==> src/rtl/roe_pkg.sv <==
// Shared constants and types for the R.O.E datapath (decoder, register file, ALU).
package roe_pkg;

  localparam int DATA_W  = 8;
  localparam int ADDR_W  = 4;
  localparam int REG_CNT = 2 ** ADDR_W;

  typedef logic [DATA_W-1:0] data_t;
  typedef logic [ADDR_W-1:0] reg_addr_t;

endpackage : roe_pkg

==> src/rtl/reg_read_port.sv <==
// One combinational read port: register select mux plus optional same-cycle
// write forwarding. Instantiated once per read port so both behave identically.
module reg_read_port #(
  parameter int DATA_W = roe_pkg::DATA_W,
  parameter int ADDR_W = roe_pkg::ADDR_W,
  parameter int BYPASS = 1
) (
  input  logic [2**ADDR_W-1:0][DATA_W-1:0] regs,
  input  logic [ADDR_W-1:0]                raddr,
  input  logic                             fwd_en,
  input  logic [ADDR_W-1:0]                waddr,
  input  logic [DATA_W-1:0]                wdata,
  output logic [DATA_W-1:0]                rdata
);

  // Select the stored value, overridden by the in-flight write when forwarding is on.
  // NOTE: rdata is assigned first on every path, so no latch is inferred.
  always_comb begin
    rdata = regs[raddr];
    if ((BYPASS != 0) && fwd_en && (waddr == raddr)) begin
      rdata = wdata;
    end
  end

endmodule : reg_read_port

==> src/rtl/reg_file.sv <==
// 16 x 8 register file with two combinational read ports, one synchronous
// write port and a carry flag. Reset clears every entry and the carry flag.
module reg_file #(
  parameter int DATA_W = roe_pkg::DATA_W,
  parameter int ADDR_W = roe_pkg::ADDR_W,
  parameter int BYPASS = 1
) (
  input  logic              clk,
  input  logic              reset,
  input  logic [ADDR_W-1:0] raddr_a,
  input  logic [ADDR_W-1:0] raddr_b,
  input  logic              we,
  input  logic [ADDR_W-1:0] waddr,
  input  logic [DATA_W-1:0] wdata,
  input  logic              carry_we,
  input  logic              carry_in,
  output logic [DATA_W-1:0] rdata_a,
  output logic [DATA_W-1:0] rdata_b,
  output logic              carry_out
);

  localparam int REG_CNT = 2 ** ADDR_W;

  logic [REG_CNT-1:0][DATA_W-1:0] regs;
  logic                           carry;
  logic                           fwd_en;

  // Register array: cleared by reset, one entry written per rising edge.
  // NOTE: the array is reset here because reads must show 0 after reset;
  // sequential state uses non-blocking assignments only.
  always_ff @(posedge clk or posedge reset) begin
    if (reset) begin
      regs <= '0;
    end else if (we) begin
      regs[waddr] <= wdata;
    end
  end

  // Carry flag: updated independently of the register write enable.
  always_ff @(posedge clk or posedge reset) begin
    if (reset) begin
      carry <= 1'b0;
    end else if (carry_we) begin
      carry <= carry_in;
    end
  end

  // A write held off by reset must not be forwarded either.
  assign fwd_en    = we & ~reset;
  assign carry_out = carry;

  reg_read_port #(
    .DATA_W (DATA_W),
    .ADDR_W (ADDR_W),
    .BYPASS (BYPASS)
  ) u_port_a (
    .regs   (regs),
    .raddr  (raddr_a),
    .fwd_en (fwd_en),
    .waddr  (waddr),
    .wdata  (wdata),
    .rdata  (rdata_a)
  );

  reg_read_port #(
    .DATA_W (DATA_W),
    .ADDR_W (ADDR_W),
    .BYPASS (BYPASS)
  ) u_port_b (
    .regs   (regs),
    .raddr  (raddr_b),
    .fwd_en (fwd_en),
    .waddr  (waddr),
    .wdata  (wdata),
    .rdata  (rdata_b)
  );

endmodule : reg_file

==> config.mk <==
export PLATFORM = sky130hd
export DESIGN_NAME = reg_file
export DESIGN_NICKNAME = d
export VERILOG_FILES = /design/src/rtl/roe_pkg.sv /design/src/rtl/reg_read_port.sv /design/src/rtl/reg_file.sv
export SDC_FILE = /design/constraint.sdc
export NUM_CORES = 1
export LEC_CHECK = 0
export ABC_CLOCK_PERIOD_IN_PS = 6700
export CELL_PAD_IN_SITES_DETAIL_PLACEMENT = 1
export CELL_PAD_IN_SITES_GLOBAL_PLACEMENT = 2
export CORE_AREA = 10 10 149 151
export DETAILED_ROUTE_END_ITERATION = 8
export DIE_AREA = 0 0 159 161
export PLACE_DENSITY = 0.77
export SLEW_MARGIN = 30
export SYNTH_ARGS = -nofsm -noshare
export SYNTH_HDL_FRONTEND = slang
export SYNTH_SLANG_ARGS = --single-unit
==> constraint.sdc <==
create_clock -name clk -period 6.7 [get_ports clk]
set_input_delay 1.005 -clock clk [delete_from_list [all_inputs] [get_ports clk]]
set_output_delay 1.005 -clock clk [all_outputs]
set_load 0.1 [all_outputs]
==> metrics.log, run 1 <==
[metrics] run status: finished, final reports clean
[metrics] number of routed nets with antenna violations: 0
[metrics] share of post-route cells with drive strength above 1: between 20% and 30%
[metrics] number of DRC markers in iteration 0: 245
[metrics] combinational share of power: between 20% and 30%
[metrics] antenna violations before repair: 0
[metrics] Worst path depth: 6
[metrics] fraction of the cycle the final worst path needs: between 70% and 80%
[metrics] number of fill cells in the layout: 1859
[metrics] switching power: between 0.9 and 1 mW
[metrics] wire length of the first global-routing pass: approximately 31000 µm
[metrics] FF+latch count, synth: around 130
[metrics] core region area: slightly below 20000 µm²
[metrics] switch share: approximately a third
[metrics] most common cell after layout, fill and taps aside: sky130_fd_sc_hd__dfrtp_1
[metrics] placed instance area: 8060 µm²
[metrics] maximum achievable frequency: 189 MHz
[metrics] count of boundary I/O pins: 42
[metrics] syn nets: ~500
[metrics] WP data required: between 5000 and 6000 ps
[metrics] slowest CP cell: sky130_fd_sc_hd__clkdlybuf4s50_1
[metrics] count of antenna diodes in the layout: 0
[metrics] Crit path buffers/inverters: 2
[metrics] Arrival @ worst endpoint: around 4300 ps
[metrics] sequential share of power: about 36%
[metrics] post-layout net count: 524
[metrics] critical path peak fanout: 9
[metrics] number of synthesis warnings: 0
[metrics] utilization after layout: 45.3%
[metrics] internal power summed over all cells: 2.05 mW
[metrics] leak pwr: 3.81 nW
[metrics] H-tree depth: 4
[metrics] total power consumption of the routed design: 3.00 mW
[metrics] Top cell by count, worst path: sky130_fd_sc_hd__clkdlybuf4s50_1
[metrics] library cell used as clock root buffer: sky130_fd_sc_hd__clkbuf_16
[metrics] first-pass detailed-route iteration total: 4
[metrics] critical path cell sequence: clkdlybuf4s50_1, xor2_1, nor3_1, nand3_2, mux2_4, clkdlybuf4s50_1
[metrics] combined flip-flop and latch cell area: 3230 µm²
[metrics] via density per instance: a little under 6
[metrics] compound-gate portion of the synthesized area: 0%
[metrics] global routing usage summed across all routing layers: 16.1%
[metrics] final worst hold slack: between 500 and 600 ps
[metrics] number of endpoints with negative hold slack in the final report: 0
[metrics] transition time at the pin with the least slew margin: approximately 990 ps
[metrics] Setup Total Neg Slack: 0 ps
[metrics] Routed Wire Length: between 20000 and 25000 µm
[metrics] total grt overflow: 0
[metrics] number of hold buffers added after CTS: 0
[metrics] count of placed standard cells including taps: approximately 750
[metrics] final estimated routing congestion in global placement: between 0.7 and 0.8
[metrics] dominant combinational cell family by area after synthesis: multiplexers
[metrics] commonest cells after routing, fill and taps aside: sky130_fd_sc_hd__dfrtp_1, sky130_fd_sc_hd__mux2_1, sky130_fd_sc_hd__mux2i_1, sky130_fd_sc_hd__mux4_1, sky130_fd_sc_hd__clkdlybuf4s50_1
[metrics] nature of the critical path startpoint: input pin
[metrics] Avg Cell Area, Syn: ~16 µm²
[metrics] number of buffers inserted by post-CTS setup repair: 0
[metrics] Final Instance Area: 8710 µm²
[metrics] effective utilization at floorplan: 39.5%
[metrics] worst-skew pair later-pin latency: ~420 ps
[metrics] share of the yosys chip area belonging to registers: 42.6%
[metrics] Max transition margin: 33.7%
[metrics] routed wire length per instance: between 20 and 30 µm
[metrics] clock-pin slew on the worst setup and hold paths: 60 ps
[metrics] Max VDD drop: ~190 µV
[metrics] sort of element at the end of the critical path: primary output
[metrics] Clk network pwr share: approximately a third
[metrics] post-synthesis simple-gate area fraction: under 10%
[metrics] cell count of the worst reg-to-reg path: 1
[metrics] max-capacitance violation count: 0
[metrics] row count: 51
[metrics] number of buffers created by CTS: 17
[metrics] via count of the first global-routing pass: 4849
[metrics] cell area after technology mapping: ~7600 µm²
[metrics] Gate Count Post-Synth: about 470
[metrics] setup slack after placement: approximately 1400 ps
[metrics] maximum number of pins on one net before global-route repair: 91
[metrics] Slew Limit Fails: 0
[metrics] share of synthesized area spent on multiplexers: 49.4%
[metrics] die area: approximately 26000 µm²
[metrics] Adder-Cell Fraction of Synth Area: 0%
[metrics] delay-heaviest family, CP: buffers and inverters
[metrics] Clock Sinks: roughly 130
[metrics] Clock Skew: 0 ps
[metrics] maximum clock path buffer count: 2
[metrics] Netlist cell types: 27
[metrics] total DRC errors in the routed layout: 0
[metrics] Final WS setup: around 1400 ps
[metrics] unrepaired setup endpoints after global routing: no
[metrics] # resized after CTS: 0
[metrics] fin cells: 776
[metrics] half-perimeter wire length after detailed placement: 13200 µm
[metrics] delay of the slowest cell on the worst path: about 1100 ps
[metrics] vias post-DR: between 4000 and 5000
[metrics] total of buffers placed on input and output ports: slightly above 40
[metrics] Post-Synth XOR/XNOR Area: less than 1%
[metrics] vertical die dimension: approximately 160 µm
[metrics] area added between synthesis and finish: 14.8%
[metrics] number of stages on the worst hold path: 1
[metrics] area of the multi-input gates: slightly above 4000 µm²
[metrics] Die X: ~160 µm
[metrics] class of the tightest hold or removal check: reg2reg
[metrics] final-report setup violation count: 0
[metrics] final critical-path required period: 5300 ps
[metrics] classification of the worst setup path: in2out
[metrics] TritonCTS clock tree: built
[metrics] pwr/cell area: 344 nW/µm²
[metal layers]
layer | vias to the layer above | global-route usage (%) | part of all wire [%]
met3 | 25 | 4.07 | 4.3
met2 | 107 | 27.1 | 50
met4 | 0 | 4.38 | 1.3
li1 | 1906 | - | -
met1 | 2439 | 20.3 | 44
met5 | - | 0 | 0
[cell usage after synthesis]
| cell | n | area, µm² |
|---|---|---|
| sky130_fd_sc_hd__nand3_2 | 2 | 20.0 |
| sky130_fd_sc_hd__nor3_2 | 3 | 30.0 |
| sky130_fd_sc_hd__nand2b_1 | 3 | 18.8 |
| sky130_fd_sc_hd__buf_8 | 1 | 15.0 |
| sky130_fd_sc_hd__nor2_1 | 3 | 11.3 |
| sky130_fd_sc_hd__mux2_1 | 102 | 1150 |
| sky130_fd_sc_hd__nand2_1 | 6 | 22.5 |
| sky130_fd_sc_hd__mux4_1 | 36 | 946 |
| sky130_fd_sc_hd__inv_1 | 1 | 3.75 |
| sky130_fd_sc_hd__nor3_1 | 2 | 10.0 |
| sky130_fd_sc_hd__xnor2_1 | 2 | 17.5 |
| sky130_fd_sc_hd__buf_4 | 4 | 30.0 |
| sky130_fd_sc_hd__buf_2 | 11 | 55.1 |
| sky130_fd_sc_hd__buf_6 | 11 | 124 |
| sky130_fd_sc_hd__mux2_2 | 29 | 327 |
| sky130_fd_sc_hd__mux2_4 | 14 | 210 |
| sky130_fd_sc_hd__mux4_2 | 25 | 563 |
| sky130_fd_sc_hd__nor2b_1 | 2 | 12.5 |
| sky130_fd_sc_hd__xor2_1 | 6 | 52.6 |
| sky130_fd_sc_hd__nand3_1 | 3 | 15.0 |
| sky130_fd_sc_hd__dfrtp_1 | 129 | 3230 |
| sky130_fd_sc_hd__nor2_2 | 6 | 37.5 |
| sky130_fd_sc_hd__clkbuf_1 | 7 | 26.3 |
| sky130_fd_sc_hd__or3_1 | 4 | 25.0 |
| sky130_fd_sc_hd__mux4_4 | 3 | 75.1 |
| sky130_fd_sc_hd__mux2i_1 | 48 | 480 |
| sky130_fd_sc_hd__buf_12 | 4 | 80.1 |
[power groups by stage]
stage / combinational [mW] / clock, mW / sequential (mW)
floorplan: 0.712 / 0 / 1.05
global placement: 0.861 / 0 / 1.08
detailed placement: 0.881 / 0 / 1.10
CTS: 0.885 / 1.05 / 1.09
global route: 0.924 / 1.09 / 1.11
finish: 0.872 / 1.04 / 1.09
[sequential cells by signal, indices dropped and copies added, names as in the netlist]
register,cells
carry_out,1
regs,128
[logic make-up after synthesis]
logic type,after synthesis
multiplexers,257
AND/OR/NAND/NOR,34
flip-flops,129
buffers and inverters,39
XOR/XNOR,8
[cell type report]
| class | instances | area share [%] |
|---|---|---|
| Inverter | 1 | 0.101 |
| Tap cell | 265 | 3.81 |
| Clock inverter | 9 | 2.05 |
| Multi-Input combinational cell | 299 | 46.3 |
| Sequential cell | 129 | 37.1 |
| Timing Repair Buffer | 51 | 5.20 |
| Clock buffer | 22 | 5.44 |
[path summary, 6_finish.rpt]
check / start / end / slack [ps]
min: regs[25] / regs[25] / 500
max in group asynchronous: reset / regs[79] / 4480
min in group asynchronous: reset / regs[37] / 1180
min reg2reg: regs[25] / regs[25] / 500
max reg2reg: regs[44] / regs[44] / 5870
max: raddr_a[1] / rdata_a[5] / 1400
(Power assumes the default switching activity.)
==> inputs of run 2 (changes only) <==
--- a/config.mk
+++ b/config.mk
@@ -5,13 +5,13 @@
 export SDC_FILE = /design/constraint.sdc
 export NUM_CORES = 1
 export LEC_CHECK = 0
-export ABC_CLOCK_PERIOD_IN_PS = 6700
+export ABC_CLOCK_PERIOD_IN_PS = 4300
 export CELL_PAD_IN_SITES_DETAIL_PLACEMENT = 1
 export CELL_PAD_IN_SITES_GLOBAL_PLACEMENT = 2
 export CORE_AREA = 10 10 149 151
 export DETAILED_ROUTE_END_ITERATION = 8
 export DIE_AREA = 0 0 159 161
-export PLACE_DENSITY = 0.77
+export PLACE_DENSITY = 0.8
 export SLEW_MARGIN = 30
 export SYNTH_ARGS = -nofsm -noshare
 export SYNTH_HDL_FRONTEND = slang
==> constraint.sdc (replaced) <==
create_clock -name clk -period 4.3 [get_ports clk]
set_input_delay 0.645 -clock clk [delete_from_list [all_inputs] [get_ports clk]]
set_output_delay 0.645 -clock clk [all_outputs]
set_load 0.1 [all_outputs]
==> metrics.log, run 2 (synthesis results as in run 1) <==
[metrics] total grt overflow: 0 (unchanged)
[metrics] sort of element at the end of the critical path: primary output (unchanged)
[metrics] # resized after CTS: 0 (unchanged)
[metrics] Slew Limit Fails: 0 (unchanged)
[metrics] number of fill cells in the layout: 1856 (was 1859)
[metrics] number of DRC markers in iteration 0: 302 (was 245)
[metrics] run status: finished, final reports clean (unchanged)
[metrics] routed wire length per instance: 26.0 µm (was 26.5 µm)
[metrics] critical path peak fanout: 11 (was 9)
[metrics] number of hold buffers added after CTS: 0 (unchanged)
[metrics] class of the tightest hold or removal check: reg2reg (unchanged)
[metrics] Max VDD drop: 318 µV (was 186 µV)
[metrics] post-layout net count: 531 (was 524)
[metrics] wire length of the first global-routing pass: 31400 µm (was 30900 µm)
[metrics] library cell used as clock root buffer: sky130_fd_sc_hd__clkbuf_16 (unchanged)
[metrics] most common cell after layout, fill and taps aside: sky130_fd_sc_hd__dfrtp_1 (unchanged)
[metrics] setup slack after placement: 837 ps (was 1380 ps)
[metrics] combinational share of power: 32.8% (was 29.1%)
[metrics] Largest register FFs: 128 (unchanged)
[metrics] transition time at the pin with the least slew margin: 977 ps (was 992 ps)
[metrics] number of buffers created by CTS: 17 (unchanged)
[metrics] Crit path buffers/inverters: 2 (unchanged)
[metrics] Clk network pwr share: 30.4% (was 34.6%)
[metrics] area added between synthesis and finish: 17.2% (was 14.8%)
[metrics] Clock Sinks: 129 (unchanged)
[metrics] row count: 51 (unchanged)
[metrics] maximum achievable frequency: approximately 290 MHz
[metrics] WP data required: 3650 ps (was 5690 ps)
[metrics] vias post-DR: 4517 (was 4477)
[metrics] switch share: 32.0% (was 31.6%)
[metrics] Max transition margin: 34.6% (was 33.7%)
[metrics] classification of the worst setup path: in2out (unchanged)
[metrics] sequential share of power: 36.8% (was 36.4%)
[metrics] final critical-path required period: 3480 ps
[metrics] number of endpoints with negative hold slack in the final report: 0 (unchanged)
[metrics] maximum clock path buffer count: 2 (unchanged)
[metrics] Final WS setup: 818 ps (was 1400 ps)
[metrics] delay of the slowest cell on the worst path: 660 ps (was 1140 ps)
[metrics] number of routed nets with antenna violations: 0 (unchanged)
[metrics] via density per instance: 5.78 (was 5.77)
[metrics] Setup Total Neg Slack: 0 ps (unchanged)
[metrics] unrepaired setup endpoints after global routing: no (unchanged)
[metrics] slowest CP cell: sky130_fd_sc_hd__clkdlybuf4s50_1 (unchanged)
[metrics] half-perimeter wire length after detailed placement: 13100 µm (was 13200 µm)
[metrics] critical path cell sequence: clkdlybuf4s50_1, xor2_1, nor3_1, nand3_2, mux2_4, buf_12 (was clkdlybuf4s50_1, xor2_1, nor3_1, nand3_2, mux2_4, clkdlybuf4s50_1)
[metrics] pwr/cell area: 519 nW/µm² (was 344 nW/µm²)
[metrics] max-capacitance violation count: 0 (unchanged)
[metrics] final estimated routing congestion in global placement: 0.775 (was 0.784)
[metrics] total of buffers placed on input and output ports: 41 (unchanged)
[metrics] antenna violations before repair: 0 (unchanged)
[metrics] effective utilization at floorplan: 39.5% (unchanged)
[metrics] internal power summed over all cells: 3.14 mW (was 2.05 mW)
[metrics] leak pwr: 3.90 nW (was 3.81 nW)
[metrics] first-pass detailed-route iteration total: 4 (unchanged)
[metrics] share of post-route cells with drive strength above 1: 28.6% (was 25.6%)
[metrics] total power consumption of the routed design: 4.62 mW (was 3.00 mW)
[metrics] TritonCTS clock tree: built (unchanged)
[metrics] Die X: 159 µm (unchanged)
[metrics] worst-skew pair later-pin latency: 410 ps (was 420 ps)
[metrics] nature of the critical path startpoint: input pin (unchanged)
[metrics] die area: 25600 µm² (unchanged)
[metrics] total DRC errors in the routed layout: 0 (unchanged)
[metrics] fraction of the cycle the final worst path needs: about four fifths
[metrics] count of antenna diodes in the layout: 0 (unchanged)
[metrics] global routing usage summed across all routing layers: 16.1% (about the same)
[metrics] final-report setup violation count: 0 (unchanged)
[metrics] clock-pin slew on the worst setup and hold paths: 50 ps (was 60 ps)
[metrics] Arrival @ worst endpoint: 2840 ps (was 4290 ps)
[metrics] via count of the first global-routing pass: 4854 (was 4849)
[metrics] count of boundary I/O pins: 42 (unchanged)
[metrics] Top reg by flops: regs (unchanged)
[metrics] core region area: 19200 µm² (unchanged)
[metrics] Routed Wire Length: 20300 µm (was 20600 µm)
[metrics] H-tree depth: 4 (unchanged)
[metrics] switching power: 1.48 mW (was 0.948 mW)
[metrics] number of buffers inserted by post-CTS setup repair: 0 (unchanged)
[metrics] delay-heaviest family, CP: buffers and inverters (unchanged)
[metrics] commonest cells after routing, fill and taps aside: sky130_fd_sc_hd__dfrtp_1, sky130_fd_sc_hd__mux2_1, sky130_fd_sc_hd__mux2i_1, sky130_fd_sc_hd__mux4_1, sky130_fd_sc_hd__mux2_2 (was sky130_fd_sc_hd__dfrtp_1, sky130_fd_sc_hd__mux2_1, sky130_fd_sc_hd__mux2i_1, sky130_fd_sc_hd__mux4_1, sky130_fd_sc_hd__clkdlybuf4s50_1)
[metrics] Clock Skew: 0 ps (unchanged)
[metrics] maximum number of pins on one net before global-route repair: 95 (was 91)
[metrics] vertical die dimension: 161 µm (unchanged)
## run 2: cell count changes in the layout (fill, tap and decap cells not counted), sizes merged
cell / change
bufinv: -4
buf: +18
inv: -1
clkinv: +1
clkbuf: +4
clkdlybuf4s50: -11
clkinvlp: -1
## run 2: final timing paths
path,from,endpoint,slack (ps),cells after the start
max in group asynchronous,reset,regs[20],2740,4
min in group asynchronous,reset,regs[2],580,2
worst max register to register,regs[65],regs[65],3460,1
worst min-delay path,regs[118],regs[118],500,1
worst max-delay path,waddr[2],rdata_b[6],820,6
worst min register to register,regs[118],regs[118],500,1
## run 2: layout make-up
| type | instances | area [µm²] | area share, % |
|---|---|---|---|
| clock buffers | 26 | 529 | 5.95 |
| clock inverters | 4 | 47.5 | 0.535 |
| inverters | 1 | 8.76 | 0.0985 |
| multi-input cells | 299 | 4020 | 45.2 |
| flip-flops and latches | 129 | 3230 | 36.3 |
| well taps | 265 | 332 | 3.73 |
| repair buffers | 58 | 723 | 8.13 |
## run 2: power groups by stage
stage / logic (mW) / registers [mW] / clock network (mW)
global route: 1.61 / 1.73 / 1.50
detailed placement: 1.53 / 1.71 / 0
floorplan: 1.11 / 1.64 / 0
finish: 1.52 / 1.70 / 1.40
CTS: 1.53 / 1.69 / 1.43
global placement: 1.49 / 1.67 / 0
## run 2: through the flow
stage | util, % | hold WS (ps) | cells | area (µm²)
floorplan | - | 463 | 467 | 7580
global placement | 43.1 | 474 | 751 | 8280
detailed placement | 43.1 | 492 | 751 | 8290
CTS | 46.1 | 506 | 781 | 8860
global route | 46.3 | 529 | 782 | 8890
finish | 46.3 | 501 | 782 | 8890
## run 2: per-layer routing
layer,vias to the layer above,global-route usage (%),routed length (µm)
met1,2451,21.9,9090
met4,0,3.92,218
li1,1926,-,-
met3,17,3.74,1160
met2,123,25.5,9830
met5,-,0,0
